[config.mk]
export PLATFORM = sky130hd
export DESIGN_NAME = fetch_stage
export DESIGN_NICKNAME = d
export VERILOG_FILES = /design/src/rtl/fetch_stage.sv
export SDC_FILE = /design/constraint.sdc
export NUM_CORES = 1
export LEC_CHECK = 0
export ABC_AREA = 1
export BUFFER_PORTS_ARGS = -buffer_cell sky130_fd_sc_hd__clkbuf_2
export CAP_MARGIN = 20
export CORE_MARGIN = 2
export CORE_UTILIZATION = 45
export CTS_BUF_LIST = sky130_fd_sc_hd__clkbuf_16
export CTS_CLUSTER_DIAMETER = 60
export DETAILED_ROUTE_END_ITERATION = 10
export GPL_TIMING_DRIVEN = 0
export PLACE_DENSITY = 0.65
export SYNTH_ARGS = -nofsm -noshare
export SYNTH_HDL_FRONTEND = slang
export SYNTH_SLANG_ARGS = --single-unit
[constraint.sdc]
create_clock -name clk -period 5.02 [get_ports clk]
set_input_delay 0.251 -clock clk [delete_from_list [all_inputs] [get_ports clk]]
set_output_delay 0.251 -clock clk [all_outputs]
set_load 0.01 [all_outputs]
[src/rtl/fetch_stage.sv]
// Instruction-fetch stage with IF/ID register, branch/jump redirect and one-entry stall buffer.
// Define FETCH_DELAY_SLOT_EN for MIPS delay-slot semantics; by default the post-redirect word is squashed.
module fetch_stage #(
    parameter logic [31:0] RESET_PC = 32'h0000_0000
) (
    input  logic        clk,
    input  logic        reset_n,
    output logic        imem_req,
    output logic [31:0] imem_addr,
    input  logic        imem_ready,
    input  logic [31:0] imem_rdata,
    input  logic        stall,
    input  logic        branch,
    input  logic        zero,
    input  logic        jump,
    output logic [31:0] instr_id,
    output logic [5:0]  op_id,
    output logic [31:0] pcplus4_id,
    output logic        valid_id,
    output logic        redirect
);
    // state      | meaning
    // S_IDLE     | one idle cycle after reset, no request
    // S_FETCH    | request pc_f, consume word on ready
    // S_BUFFERED | word parked in buffer while ID is held
    // S_REDIRECT | finish in-flight access, then jump to saved target
    typedef enum logic [1:0] {S_IDLE, S_FETCH, S_BUFFERED, S_REDIRECT} state_t;

    state_t      r_state, w_state_nxt;
    logic [31:0] r_pc_f, w_pc_nxt;
    logic [31:0] r_buf, w_buf_nxt;
    logic [31:0] r_saved, w_saved_nxt;
    logic [31:0] r_instr_id, w_instr_nxt;
    logic [31:0] r_pcplus4_id, w_pcplus4_nxt;
    logic        r_valid_id, w_valid_nxt;
    logic        w_req;

    logic        w_hold, w_take;
    logic [31:0] w_pc_inc, w_jump_tgt, w_br_tgt, w_target;

    assign w_hold     = stall & r_valid_id;
    assign w_take     = r_valid_id & ~stall & (jump | (branch & zero));
    assign w_pc_inc   = r_pc_f + 32'd4;
    assign w_jump_tgt = {r_pcplus4_id[31:28], r_instr_id[25:0], 2'b00};
    assign w_br_tgt   = r_pcplus4_id + {{14{r_instr_id[15]}}, r_instr_id[15:0], 2'b00};
    assign w_target   = jump ? w_jump_tgt : w_br_tgt;

    always_comb begin
        w_state_nxt   = r_state;
        w_pc_nxt      = r_pc_f;
        w_buf_nxt     = r_buf;
        w_saved_nxt   = r_saved;
        w_instr_nxt   = r_instr_id;
        w_pcplus4_nxt = r_pcplus4_id;
        w_valid_nxt   = r_valid_id;
        w_req         = 1'b0;
        case (r_state)
            S_IDLE: w_state_nxt = S_FETCH;
            S_FETCH: begin
                w_req = 1'b1;
                if (imem_ready) begin
                    if (w_take) begin
                        w_pc_nxt = w_target;
`ifdef FETCH_DELAY_SLOT_EN
                        w_instr_nxt   = imem_rdata;
                        w_pcplus4_nxt = w_pc_inc;
                        w_valid_nxt   = 1'b1;
`else
                        w_valid_nxt   = 1'b0;
`endif
                    end else if (w_hold) begin
                        w_buf_nxt   = imem_rdata;
                        w_state_nxt = S_BUFFERED;
                    end else begin
                        w_instr_nxt   = imem_rdata;
                        w_pcplus4_nxt = w_pc_inc;
                        w_valid_nxt   = 1'b1;
                        w_pc_nxt      = w_pc_inc;
                    end
                end else if (w_take) begin
                    // address must stay on the bus until the pending access completes
                    w_saved_nxt = w_target;
                    w_valid_nxt = 1'b0;
                    w_state_nxt = S_REDIRECT;
                end
            end
            S_BUFFERED: begin
                if (!w_hold) begin
                    w_state_nxt = S_FETCH;
                    if (w_take) begin
                        w_pc_nxt = w_target;
`ifdef FETCH_DELAY_SLOT_EN
                        w_instr_nxt   = r_buf;
                        w_pcplus4_nxt = w_pc_inc;
                        w_valid_nxt   = 1'b1;
`else
                        w_valid_nxt   = 1'b0;
`endif
                    end else begin
                        w_instr_nxt   = r_buf;
                        w_pcplus4_nxt = w_pc_inc;
                        w_valid_nxt   = 1'b1;
                        w_pc_nxt      = w_pc_inc;
                    end
                end
            end
            S_REDIRECT: begin
                w_req = 1'b1;
                if (imem_ready) begin
                    w_pc_nxt    = r_saved;
                    w_state_nxt = S_FETCH;
`ifdef FETCH_DELAY_SLOT_EN
                    w_instr_nxt   = imem_rdata;
                    w_pcplus4_nxt = w_pc_inc;
                    w_valid_nxt   = 1'b1;
`endif
                end
            end
            default: w_state_nxt = S_IDLE;
        endcase
    end

    always_ff @(posedge clk or negedge reset_n) begin
        if (!reset_n) begin
            r_state      <= S_IDLE;
            r_pc_f       <= RESET_PC;
            r_buf        <= 32'd0;
            r_saved      <= 32'd0;
            r_instr_id   <= 32'd0;
            r_pcplus4_id <= 32'd0;
            r_valid_id   <= 1'b0;
        end else begin
            r_state      <= w_state_nxt;
            r_pc_f       <= w_pc_nxt;
            r_buf        <= w_buf_nxt;
            r_saved      <= w_saved_nxt;
            r_instr_id   <= w_instr_nxt;
            r_pcplus4_id <= w_pcplus4_nxt;
            r_valid_id   <= w_valid_nxt;
        end
    end

    assign imem_req   = w_req;
    assign imem_addr  = r_pc_f;
    assign instr_id   = r_instr_id;
    assign op_id      = r_instr_id[31:26];
    assign pcplus4_id = r_pcplus4_id;
    assign valid_id   = r_valid_id;
    assign redirect   = w_take;
endmodule

-- Word level (Yosys, flattened, before mapping)
Cells that the tools add are included.
- register bits: 163
- input port bits: 39
- output and inout bits: 105
- muxes and demuxes: 34
- eq/ne operators: 13
- reductions and logical operators: 10
- bitwise gates (word level): 8
- add/subtract/negate cells: 2
- operators with widths (operator ; count):
    $mux 32 ; 16
    $pmux 32 s2 ; 2
    $pmux 32 s3 ; 1
    $add 32x3->32 const B ; 1
    $add 32x32->32 ; 1
    $mux 2 ; 6
    $ne 2x2->1 const B ; 6
    $ne 3x3->1 const B ; 4
    $reduce_and 5->1 ; 2
    $pmux 2 s4 ; 1
    $reduce_and 4->1 ; 2
    $mux 1 ; 7
    $reduce_and 6->1 ; 1
    $and 1x1->1 ; 4
    $eq 2x2->1 const B ; 2
    $not 1->1 ; 3
    $reduce_and 3->1 ; 1
    $reduce_bool 3->1 ; 1
    $eq 2x1->1 const B ; 1
    $logic_not 2->1 ; 1
    $pmux 1 s2 ; 1
    $reduce_bool 2->1 ; 1
    $reduce_or 2->1 ; 1
    $or 1x1->1 ; 1

-- Logic depth before layout (Yosys ltp)
Gate-level depths: netlist of the first run.
- depth in word-level cells: 6
- gate-level depth with buffers: 15

-- Worst setup path before layout of the first run
Ideal clock, no wire load.
- kind: register to register
- start point: register r_instr_id[0] (netlist: instr_id[0])
- end point: register r_saved[14]
- arrival: 1.985 ns
- clock period less this slack: 2.115 ns
- setup time: 0.130 ns
- required time: 4.890 ns
- slack: 2.905 ns
- cell stages (with the launch flop): 12
- cells stage by stage: dfrtp_1 > ha_1 > fa_1 > nand2_1 > o21ai_2 > nand3_1 > nand3b_1 > or2_2 > nand3_1 > o21ai_0 > nand2_1 > o21ai_0
- word-level cells in the longest chain between the ends: 2
- RTL lines (element ; line ; text):
    start: declaration ; 33 ; logic [31:0] r_instr_id, w_instr_nxt;
    start signal: assignment ; 137 ; r_instr_id <= w_instr_nxt;
    $add 32x32->32 ; 45 ; assign w_br_tgt = r_pcplus4_id + {{14{r_instr_id[15]}}, r_instr_id[15:0], 2'b00};
    $mux 32 ; 46 ; assign w_target = jump ? w_jump_tgt : w_br_tgt;
    end signal: assignment ; 136 ; r_saved <= w_saved_nxt;
    end: declaration ; 32 ; logic [31:0] r_saved, w_saved_nxt;
No other way between the ends.
A chain may end at the register's enable or synchronous reset.

-- Worst setup path after layout of the first run
- start point: register r_instr_id[15] (netlist: instr_id[15])
- end point: register r_pc_f[31] (netlist: imem_addr[31])
- word-level cells in the longest chain between the ends: 5
- elaborated cells between the ends (all ways): 7
- classes of those cells: add/sub (1); mux (6)
- RTL lines (element ; line ; text):
    $add 32x32->32 (*) ; 45 ;
    $mux 32 (*) ; 46 ;
    $mux 32 (on tied branches) ; 90, 62 ;
    $mux 32 (on tied branches) ; 88, 61 ;
    $pmux 32 s3 (*) ; 57 ; case (r_state)
    end signal: assignment ; 134 ; r_pc_f <= w_pc_nxt;
    end: declaration ; 30 ; logic [31:0] r_pc_f, w_pc_nxt;
Every way passes the cells marked *; elsewhere a longest branch is shown, timed or not. The select of a mux whose other input is x is not followed.

==> metrics, run 1 <==
result of the run completed; most used standard cells in the synthesized netlist sky130_fd_sc_hd__nand2_1, sky130_fd_sc_hd__inv_1, sky130_fd_sc_hd__dfrtp_1; post-route setup slack 2.18 ns; power density cells 777 mW/mm^2; fraction of final layout cells sized beyond drive strength 1 about 16%; count of nets after finishing ~1700; number of H-tree levels 4; final setup vio count 0; post-synthesis instance area 0.0102 sq mm; Worst Reg2Reg Path Length in Cells 13; vias per cell 5.43; largest vdd supply drop 336 uV; FF+latch count, synth 163; part of the Yosys area used for sequential elements 40.2%; critical path type flop to flop; main flop type after synthesis sky130_fd_sc_hd__dfrtp_1; Final Slew Violations 0; Max Root-Sink Buffers 2; endpoint of the worst hold-timing path r_buf[30]$_DFFE_PN0P_; pre-CTS setup slack 2.22 ns; residual overflow from global routing 0; num ports 144; Total Routed Length 33900 um; clock tree from TritonCTS yes; Hold WC Path Type input pin to flop; FF-to-FF setup slack 2.18 ns; wire length of the first global-routing pass 53000 um; Worst Path Arrival 3.18 ns; launching element of the worst setup path instr_id[15]$_DFFE_PN0P_; number of failing hold endpoints at the final stage 0; highest fanout seen on the critical path 18; required time at the endpoint of the critical path 5.36 ns; total clock buffers created by CTS 17; mean routed wirelength per cell 18.0 um; maximum number of pins on one net before global-route repair 90; via count of the routed design 10232; sum of net half-perimeters after detailed placement approximately 27000 um; actual slew at the worst max-slew pin 0.838 ns; via count of the first global-routing pass 9667; FFs w/ async S/R, synth 100%; number of violations reported at the end of detailed-routing iteration 0 around 1000; cell at the root of the clock tree sky130_fd_sc_hd__clkbuf_16; starting density of the core 46.2%; number of antenna violations at the first check in global routing 1; yosys synthesis warning count 0; min-delay src imem_rdata[30]; Chip Height 154 um; top cells by area in the synthesized netlist sky130_fd_sc_hd__dfrtp_1, sky130_fd_sc_hd__nand2_1, sky130_fd_sc_hd__o21ai_0; number of instances resized during post-cts repair 0; area of the placeable core 0.0220 sq mm; standby leakage power 6.01 nW; area share of the largest cell type after synthesis approximately 40%; total routing usage reported by global routing 28.9%; clock-pin slew on the worst setup and hold paths 0.07 ns; r2r endpoint imem_addr[31]$_DFFE_PN0P_; relative area change from synthesis to final layout 16.4%; minimum clock period 2.84 ns; area of the multi-input gates 0.00504 sq mm; beginning of the worst register-to-register path instr_id[15]$_DFFE_PN0P_; worst-case headroom to the max-slew limit between 40% and 50%; number of remaining DRC errors 0; antenna violation net count after detailed routing 0; startpoint kind of the worst setup timing path flop; count of antenna diodes in the layout 0; top cell type by total area after synthesis sky130_fd_sc_hd__dfrtp_1; count of flip-flops with a built-in enable after synthesis 0; max-capacitance violation count 0; source-to-sink clock delay at the later pin of the worst-skew pair roughly 0.44 ns; clock sink count 163; number of filler instances in the final layout 2197; gate count after technology mapping 1429; gp weighted congestion 0.943; worst-case clock skew 0.00994 ns; accumulated negative setup slack 0 ns; die footprint 0.0238 sq mm; total iterations of the first detailed-routing run 6; post-layout util 53.8%; net count of the mapped netlist roughly 1500; std cell rows 54; register cell area after layout 0.00408 sq mm; most frequent cell after synthesis sky130_fd_sc_hd__nand2_1; RSZ-0062 raised after global routing no; achievable frequency 352 MHz; unique cell type count in the Yosys netlist 46; average cell area after synthesis between 7 and 8 sq um; Worst setup EP type flop; number of cells traversed by the worst hold path 3; part of the cycle the worst path needs 56.5%; number of buffers added on ports ~140; Die Width approximately 150 um
layout make-up:
cell class,instances,share of cell area (%)
inverter,190,6.05
multi-input combinational,1014,42.6
timing repair buffer,145,6.44
clock buffer,17,3.60
buffer,62,2.73
tap,280,2.96
clock inverter,15,1.11
sequential,163,34.5
through the flow:
| step | instance area, sq um | hold slack [ns] | power [mW] | std cells |
|---|---|---|---|---|
| after CTS | 11800 | 0.0268 | 9.16 | 1886 |
| after detailed placement | 11300 | 0.312 | 7.86 | 1853 |
| after floorplan | 10200 | -0.0446 | 5.99 | 1429 |
| after global routing | 11800 | 0.0410 | 9.97 | 1886 |
| after global placement | 11200 | 0.463 | 7.78 | 1852 |
| final | 11800 | 0.0275 | 9.19 | 1886 |
cells in the final DEF, fill, tap and decap left out, types with 4 or more instances in the layout:
| cell | n |
|---|---|
| sky130_fd_sc_hd__clkinv_4 | 4 |
| sky130_fd_sc_hd__nand4_1 | 14 |
| sky130_fd_sc_hd__inv_1 | 178 |
| sky130_fd_sc_hd__clkinv_1 | 5 |
| sky130_fd_sc_hd__o22ai_1 | 4 |
| sky130_fd_sc_hd__o21ai_0 | 148 |
| sky130_fd_sc_hd__nor2_1 | 84 |
| sky130_fd_sc_hd__xnor2_1 | 5 |
| sky130_fd_sc_hd__buf_4 | 12 |
| sky130_fd_sc_hd__a22oi_1 | 13 |
| sky130_fd_sc_hd__o211ai_1 | 21 |
| sky130_fd_sc_hd__clkbuf_1 | 26 |
| sky130_fd_sc_hd__nor3_2 | 4 |
| sky130_fd_sc_hd__ha_1 | 30 |
| sky130_fd_sc_hd__nand3b_1 | 5 |
| sky130_fd_sc_hd__o21bai_1 | 4 |
| sky130_fd_sc_hd__nor4_1 | 4 |
| sky130_fd_sc_hd__dfrtp_1 | 163 |
| sky130_fd_sc_hd__nand2_1 | 450 |
| sky130_fd_sc_hd__a21oi_1 | 76 |
| sky130_fd_sc_hd__buf_2 | 21 |
| sky130_fd_sc_hd__xor2_1 | 22 |
| sky130_fd_sc_hd__or2_2 | 6 |
| sky130_fd_sc_hd__nor2_2 | 8 |
| sky130_fd_sc_hd__inv_2 | 10 |
| sky130_fd_sc_hd__nor3_1 | 7 |
| sky130_fd_sc_hd__o21ai_1 | 7 |
| sky130_fd_sc_hd__clkbuf_16 | 17 |
| sky130_fd_sc_hd__nand3_2 | 4 |
| sky130_fd_sc_hd__nand3_1 | 77 |
| sky130_fd_sc_hd__clkbuf_2 | 142 |
cells by family (layout without fill, tap and decap cells):
family / after synthesis / count (layout) / share of synthesized area [%]
compound gates: 284 / 284 / 15.3
xor+xnor: 27 / 27 / 2.33
fa+ha+maj: 31 / 31 / 3.89
buf+inv: 252 / 429 / 10.2
flops: 163 / 163 / 40.2
simple gates: 672 / 672 / 28.0
how the worst max path moves through the flow:
stage                                     end  cells after the start
detailed placement  imem_addr[31]$_DFFE_PN0P_                     13
CTS                 imem_addr[31]$_DFFE_PN0P_                     13
global placement     imem_addr[1]$_DFFE_PN0P_                      1
finish              imem_addr[31]$_DFFE_PN0P_                     13
floorplan             r_saved[14]$_DFFE_PN0P_                     11
global route        imem_addr[31]$_DFFE_PN0P_                     13
critical path, stage by stage (launching register included):
cell                      delay [ns]
sky130_fd_sc_hd__dfrtp_1        0.89
sky130_fd_sc_hd__ha_1           0.41
sky130_fd_sc_hd__a21oi_1        0.26
sky130_fd_sc_hd__nand2_1        0.11
sky130_fd_sc_hd__inv_1          0.06
sky130_fd_sc_hd__nand2_1        0.06
sky130_fd_sc_hd__a21oi_1        0.30
sky130_fd_sc_hd__nand2_1        0.10
sky130_fd_sc_hd__nand2_1        0.06
sky130_fd_sc_hd__nand3_1        0.11
sky130_fd_sc_hd__nand3_1        0.12
sky130_fd_sc_hd__nand3_1        0.12
sky130_fd_sc_hd__nand2_1        0.09
sky130_fd_sc_hd__inv_1          0.04
timing repair:
| action | in CTS | in global routing |
|---|---|---|
| endpoints found under the hold margin | 74 | 0 |
| setup buffers | 0 | 0 |
| hold buffers | 1 | 0 |
state kept, by name, summed over array words and instances, names as in the netlist:
register / flops
imem_addr: 32
instr_id: 32
pcplus4_id: 32
r_buf: 32
r_saved: 32
r_state: 2
valid_id: 1
report_power, final:
group / total (mW) / internal, mW / leakage, nW / switching (mW)
registers: 2.57 / 1.97 / 1.96 / 0.593
clock network: 1.27 / 0.684 / 0.262 / 0.585
logic: 5.36 / 1.80 / 3.79 / 3.55
total: 9.19 / 4.46 / 6.01 / 4.73
metal layers:
layer,routed length (um),global-route usage [%],vias up
met5,0,0,-
met1,15000,39.7,4822
met3,2300,4.76,87
met2,14900,44.1,406
li1,-,-,4917
met4,1690,14.8,0
Note: power is estimated with default switching activity, not from simulation.
==> run 2, diff against run 1 <==
--- a/config.mk
+++ b/config.mk
@@ -14,7 +14,7 @@
 export CTS_CLUSTER_DIAMETER = 60
 export DETAILED_ROUTE_END_ITERATION = 10
 export GPL_TIMING_DRIVEN = 0
-export PLACE_DENSITY = 0.65
+export PLACE_DENSITY = 0.68
 export SYNTH_ARGS = -nofsm -noshare
 export SYNTH_HDL_FRONTEND = slang
 export SYNTH_SLANG_ARGS = --single-unit
==> constraint.sdc (replaced) <==
create_clock -name clk -period 2.5 [get_ports clk]
set_input_delay 0.125 -clock clk [delete_from_list [all_inputs] [get_ports clk]]
set_output_delay 0.125 -clock clk [all_outputs]
set_load 0.01 [all_outputs]
==> metrics, run 2 (synthesis results as in run 1) <==
result of the run completed; Most Frequent Cell on Critical Path sky130_fd_sc_hd__nand2_1; cell at the root of the clock tree sky130_fd_sc_hd__clkbuf_16; worst-case headroom to the max-slew limit 46.1% (+2.0 points); via count of the routed design 10463 (+2.3%); fraction of power consumed by sequential logic 26.3% (-1.6 points); number of violations reported at the end of detailed-routing iteration 0 1041 (+4.0%); number of buffers added on ports 143 (unchanged); relative area change from synthesis to final layout 23.2%; commonest cells after routing, fill and taps aside sky130_fd_sc_hd__nand2_1, sky130_fd_sc_hd__inv_1, sky130_fd_sc_hd__dfrtp_1; register cell area after layout 0.00409 sq mm (+0.15%); number of remaining DRC errors 0 (unchanged); residual overflow from global routing 0 (unchanged); combinational share of power 59.3% (+1.0 points); die footprint 0.0238 sq mm (unchanged); Max Root-Sink Buffers 2 (unchanged); total iterations of the first detailed-routing run 6 (unchanged); non-filler cells in the finished layout 1923 (+2.0%); clock sink count 163 (unchanged); clock-pin slew on the worst setup and hold paths 0.07 ns (about the same); Final Slew Violations 0 (unchanged); internal power 9.71 mW (+120%); Hold WC Path Type input pin to flop; std cell rows 54 (unchanged); Slowest cell on crit path sky130_fd_sc_hd__dfrtp_4; starting density of the core 46.2% (unchanged); Total Power 19.6 mW (+110%); Total Routed Length 35200 um (+3.8%); wire length of the first global-routing pass 55100 um (+4.1%); mean routed wirelength per cell 18.3 um (+1.8%); area of the multi-input gates 0.00527 sq mm (+4.6%); Chip Height 154 um (unchanged); count of nets after finishing 1701 (+2.3%); final setup vio count 0 (unchanged); power density cells 1570 mW/mm^2 (+100%); most common library cell in the layout ignoring fill and taps sky130_fd_sc_hd__nand2_1; max-capacitance violation count 0 (unchanged); achievable frequency 415 MHz (+18%); minimum clock period 2.41 ns (-0.426 ns); Worst Path Arrival 2.74 ns (-0.44 ns); area of the placeable core 0.0220 sq mm (unchanged); actual slew at the worst max-slew pin 0.808 ns (-0.0302 ns); number of failing hold endpoints at the final stage 0 (unchanged); largest vdd supply drop 686 uV (+100%); worst-case clock skew 0.00991 ns (-0.0000281 ns); source-to-sink clock delay at the later pin of the worst-skew pair 0.44 ns (about the same); Placed Cells 1853 (unchanged); gp weighted congestion 0.946 (+0.37%); maximum number of pins on one net before global-route repair 87 (-3.3%); standby leakage power 6.20 nW (+3.2%); critical path type flop to flop; post-layout util 57.0% (+3.1 points); fraction of final layout cells sized beyond drive strength 1 18.5% (+2.9 points); via count of the first global-routing pass 10022 (+3.7%); switching share of power 50.6% (-0.92 points); Worst setup EP type flop; pre-CTS setup slack -0.348 ns (-2.57 ns); vias per cell 5.44 (+0.29%); clock tree from TritonCTS yes; RSZ-0062 raised after global routing yes; crit path cell chain buf_4 > buf_4 > ha_4 > a21o_1 > nor2_1 > nand2_1 > a21oi_4 > nand2_1 > nand2_1 > nand3_2 > nand3_1 > nand3_1 > nand2_1 > inv_1; required time at the endpoint of the critical path 2.83 ns (-2.53 ns); Net Sw Power 9.92 mW (+110%); sum of net half-perimeters after detailed placement 26700 um (+0.32%); num ports 144 (unchanged); worst slack on hold paths 0.0682 ns (+0.0407 ns); antenna violation net count after detailed routing 0 (unchanged); Die Width 154 um (unchanged); part of the cycle the worst path needs 96.5% (+40 points); startpoint kind of the worst setup timing path flop; post-route setup slack 0.0886 ns (-2.09 ns); total clock buffers created by CTS 17 (unchanged); delay of the slowest critical-path stage 0.50 ns (-0.39 ns); number of filler instances in the final layout 2080 (-5.3%); number of H-tree levels 4 (unchanged); Clock Power Share 14.4% (+0.6 points); total routing usage reported by global routing 29.9% (+1.0 points); highest fanout seen on the critical path 4 (-14); number of antenna violations at the first check in global routing 1 (unchanged)
==> run 2: cell count changes in the layout (fill, tap and decap cells not counted), sizes merged <==
| cell | previous run | this run |
|---|---|---|
| dlygate4sd3 | 1 | 33 |
| diode | 0 | 1 |
| clkbuf | 187 | 188 |
| buf | 36 | 41 |
| clkinvlp | 3 | 4 |
| inv | 192 | 191 |
| bufinv | 1 | 4 |
| clkinv | 9 | 4 |
==> run 2: worst paths after layout <==
kind / start / end / slack, ns / depth (start not counted)
setup / recovery: instr_id[15]$_DFFE_PN0P_ / imem_addr[31]$_DFFE_PN0P_ / 0.09 / 14
hold / removal: imem_ready / r_state[1]$_DFFE_PN0P_ / 0.07 / 3
setup reg to reg: instr_id[15]$_DFFE_PN0P_ / imem_addr[31]$_DFFE_PN0P_ / 0.09 / 14
hold reg to reg: r_saved[19]$_DFFE_PN0P_ / r_saved[19]$_DFFE_PN0P_ / 0.49 / 2
max in group asynchronous: reset_n / imem_addr[6]$_DFFE_PN0P_ / 1.38 / 3
min in group asynchronous: reset_n / instr_id[19]$_DFFE_PN0P_ / 0.27 / 2
==> run 2: area by class of cell <==
cell class	count	share of cell area, %
antenna	1	0.0200
buffer	62	2.58
clock buffer	17	3.40
clock inverter	13	1.50
inverter	190	5.72
multi-input combinational	1014	42.1
sequential	163	32.7
tap	280	2.80
timing repair buffer	183	9.16
==> run 2: routing by layer <==
metal  vias up  wire, um  GRT usage (%)
met2       424     16100           48.5
li1       5007         -              -
met5         -         0              0
met4         0      1440           12.4
met1      4947     15500           40.0
met3        85      2200           4.71
==> run 2: per-stage QoR <==
step                setup TNS (ns)  cell area [sq um]
floorplan                        0              10200
global placement           -286.62              11200
detailed placement           -1.29              11300
CTS                              0              12200
global route               -0.0311              12500
finish                           0              12500
==> run 2: critical path: cells and delay by family, from the launching register on <==
family                     cells  cell delay, ns
AOI/OAI and AO/OA              2            0.34
and+or+nand+nor                8            0.79
adders and majority gates      1            0.25
DFF                            1            0.50
buffers and inverters          3            0.40
==> run 2: repair_timing <==
item                                    in CTS  in global routing
endpoints found under the setup margin      20                 26
pin swaps                                    1                  6
resized for setup                            5                 55
gates cloned                                 0                  0
hold endpoints to repair                   117                  0
hold buffers                                33                  0
buffers inserted                             2                  4
==> run 2: power by group through the flow <==
stage	clock, mW	combinational (mW)	sequential [mW]
2_1_floorplan	0	6.85	5.17
3_3_place_gp	0	10.5	5.15
3_5_place_dp	0	10.6	5.18
4_1_cts	2.83	10.8	5.15
5_1_grt	2.94	12.9	5.33
6_report	2.82	11.6	5.17
==> run 3, diff against run 2 <==
--- a/config.mk
+++ b/config.mk
@@ -6,15 +6,14 @@
 export NUM_CORES = 1
 export LEC_CHECK = 0
 export ABC_AREA = 1
-export BUFFER_PORTS_ARGS = -buffer_cell sky130_fd_sc_hd__clkbuf_2
 export CAP_MARGIN = 20
 export CORE_MARGIN = 2
 export CORE_UTILIZATION = 45
 export CTS_BUF_LIST = sky130_fd_sc_hd__clkbuf_16
 export CTS_CLUSTER_DIAMETER = 60
 export DETAILED_ROUTE_END_ITERATION = 10
+export DONT_BUFFER_PORTS = 1
 export GPL_TIMING_DRIVEN = 0
-export PLACE_DENSITY = 0.68
 export SYNTH_ARGS = -nofsm -noshare
 export SYNTH_HDL_FRONTEND = slang
 export SYNTH_SLANG_ARGS = --single-unit
==> metrics, run 3 (synthesis results as in run 1) <==
result of the run complete, but fails checks; failing checks negative hold slack; Final Slew Violations 0 (unchanged); source-to-sink clock delay at the later pin of the worst-skew pair 0.44 ns (about the same); cell at the root of the clock tree sky130_fd_sc_hd__clkbuf_16; critical path type flop to flop; count of nets after finishing 1556 (-8.5%); commonest cells after routing, fill and taps aside sky130_fd_sc_hd__nand2_1, sky130_fd_sc_hd__inv_1, sky130_fd_sc_hd__dfrtp_1; power density cells 1580 mW/mm^2 (+0.83%); accumulated negative setup slack 0 ns (unchanged); area of the multi-input gates 0.00525 sq mm (-0.38%); Chip Height 154 um (unchanged); clock-pin slew on the worst setup and hold paths 0.07 ns (about the same); achievable frequency 407 MHz (-1.8%); num ports 144 (unchanged); most common library cell in the layout ignoring fill and taps sky130_fd_sc_hd__nand2_1; starting density of the core 46.2% (unchanged); startpoint kind of the worst setup timing path flop; part of the cycle the worst path needs 98.2% (+1.7 points); actual slew at the worst max-slew pin 0.759 ns (-0.0495 ns); # hold bufs at CTS 35 (+6.1%); post-route setup slack 0.0454 ns (-0.0432 ns); Total Power 18.5 mW (-5.8%); number of violations reported at the end of detailed-routing iteration 0 902 (-13%); max-capacitance violation count 0 (unchanged); gp weighted congestion 0.982 (+3.8%); number of failing hold endpoints at the final stage 163 (+163); std cell rows 54 (unchanged); via count of the first global-routing pass 9494 (-5.3%); number of filler instances in the final layout 2136 (+2.7%); largest vdd supply drop 564 uV (-18%); count of antenna diodes in the layout 0 (-1); vias per cell 5.50 (+1.0%); total clock buffers created by CTS 17 (unchanged); register cell area after layout 0.00409 sq mm (about the same); post-placement cell area 0.0105 sq mm (-6.7%); number of buffers added on ports 0 (-100%); clock tree from TritonCTS yes; worst slack on hold paths -0.623 ns (-0.692 ns); total routing usage reported by global routing 29.2% (-0.66 points); number of remaining DRC errors 0 (unchanged); delay of the slowest critical-path stage 0.58 ns (+0.08 ns); crit path cell chain buf_8 > ha_1 > a21o_1 > nor2_1 > nand2_1 > a21oi_4 > nand2_1 > nand2_1 > nand3_1 > nand3_1 > nand3_1 > nand2_1 > inv_1; relative area change from synthesis to final layout 15.0%; sum of net half-perimeters after detailed placement 26300 um (-1.7%); wire length of the first global-routing pass 53500 um (-2.9%); antenna violation net count after detailed routing 0 (unchanged); Slowest cell on crit path sky130_fd_sc_hd__dfrtp_4; Worst setup EP type flop; worst-case clock skew 0.00742 ns (-0.00250 ns); Max Root-Sink Buffers 2 (unchanged); worst path buffer plus inverter count 2 (-1); mean routed wirelength per cell 19.5 um (+6.2%); Hold WC Path Type input pin to async pin; die footprint 0.0238 sq mm (unchanged); pre-CTS setup slack -0.369 ns (-0.0208 ns); total iterations of the first detailed-routing run 5 (-1); Final Instance Area 0.0117 sq mm (-6.6%); minimum clock period 2.45 ns (+0.0432 ns); residual overflow from global routing 0 (unchanged); Worst Path Arrival 2.79 ns (+0.05 ns); RSZ-0062 raised after global routing yes; final setup vio count 0 (unchanged); cell family with most CP delay simple AND/OR/NAND/NOR gates; Total Routed Length 34600 um (-1.7%); area of the placeable core 0.0220 sq mm (unchanged); required time at the endpoint of the critical path 2.83 ns (about the same); post-layout util 53.2% (-3.8 points); number of antenna violations at the first check in global routing 1 (unchanged); worst-case headroom to the max-slew limit 49.0% (+2.8 points); via count of the routed design 9777 (-6.6%); highest fanout seen on the critical path 8 (+4); clock sink count 163 (unchanged); Most Frequent Cell on Critical Path sky130_fd_sc_hd__nand2_1; fraction of final layout cells sized beyond drive strength 1 10.8% (-7.7 points); Die Width 154 um (unchanged); maximum number of pins on one net before global-route repair 164 (+89%); number of H-tree levels 4 (unchanged); standby leakage power 5.55 nW (-10%)
-- run 3: cell count changes in the layout (fill, tap and decap cells not counted), sizes merged --
| cell | delta |
|---|---|
| diode | -1 |
| dlygate4sd3 | +2 |
| buf | -3 |
| clkinvlp | -1 |
| bufinv | -3 |
| clkinv | +1 |
| inv | +5 |
| clkbuf | -144 |
-- run 3: layout make-up --
type	instances	share of cell area [%]
repair buffers	38	3.29
clock buffers	17	3.64
well taps	280	3.00
multi-input cells	1014	44.9
plain buffers	62	2.76
inverters	190	6.13
flip-flops and latches	163	35.0
clock inverters	15	1.24
-- run 3: what timing repair did --
item / in CTS / in global routing
pin swaps: 1 / 2
endpoints found under the hold margin: 228 / 163
endpoints found under the setup margin: 25 / 35
setup buffers: 1 / 2
gates resized for setup: 5 / 61
-- run 3: worst paths after layout --
kind	endpoint	depth (start not counted)	slack [ns]	start
min in group clk	valid_id$_DFFE_PN0P_	5	0.02	imem_ready
setup reg to reg	imem_addr[31]$_DFFE_PN0P_	13	0.05	instr_id[15]$_DFFE_PN0P_
max in group asynchronous	imem_addr[24]$_DFFE_PN0P_	0	2.77	reset_n
hold / removal	instr_id[19]$_DFFE_PN0P_	0	-0.62	reset_n
setup / recovery	imem_addr[31]$_DFFE_PN0P_	13	0.05	instr_id[15]$_DFFE_PN0P_
hold reg to reg	r_saved[5]$_DFFE_PN0P_	2	0.49	r_saved[5]$_DFFE_PN0P_
-- run 3: where the power goes --
part / switching [mW] / leakage, nW / internal, mW
clock: 1.23 / 0.273 / 1.40
sequential: 1.73 / 1.96 / 3.97
combinational: 6.70 / 3.32 / 3.45
-- run 3: through the flow --
| stage | hold WS [ns] | std cells |
|---|---|---|
| 2_1_floorplan | -0.171 | 1429 |
| 3_3_place_gp | -0.164 | 1709 |
| 3_5_place_dp | -0.164 | 1709 |
| 4_1_cts | -0.621 | 1777 |
| 5_1_grt | -0.630 | 1779 |
| 6_report | -0.623 | 1779 |
-- run 3: per-layer routing --
layer / vias to the layer above / wire length, um / part of all wire (%) / global-route usage [%]
li1: 4711 / - / - / -
met1: 4620 / 14900 / 43 / 38.2
met2: 371 / 15800 / 46 / 47.0
met3: 75 / 2590 / 7.5 / 6.75
met4: 0 / 1250 / 3.6 / 12.0
met5: - / 0 / 0 / 0
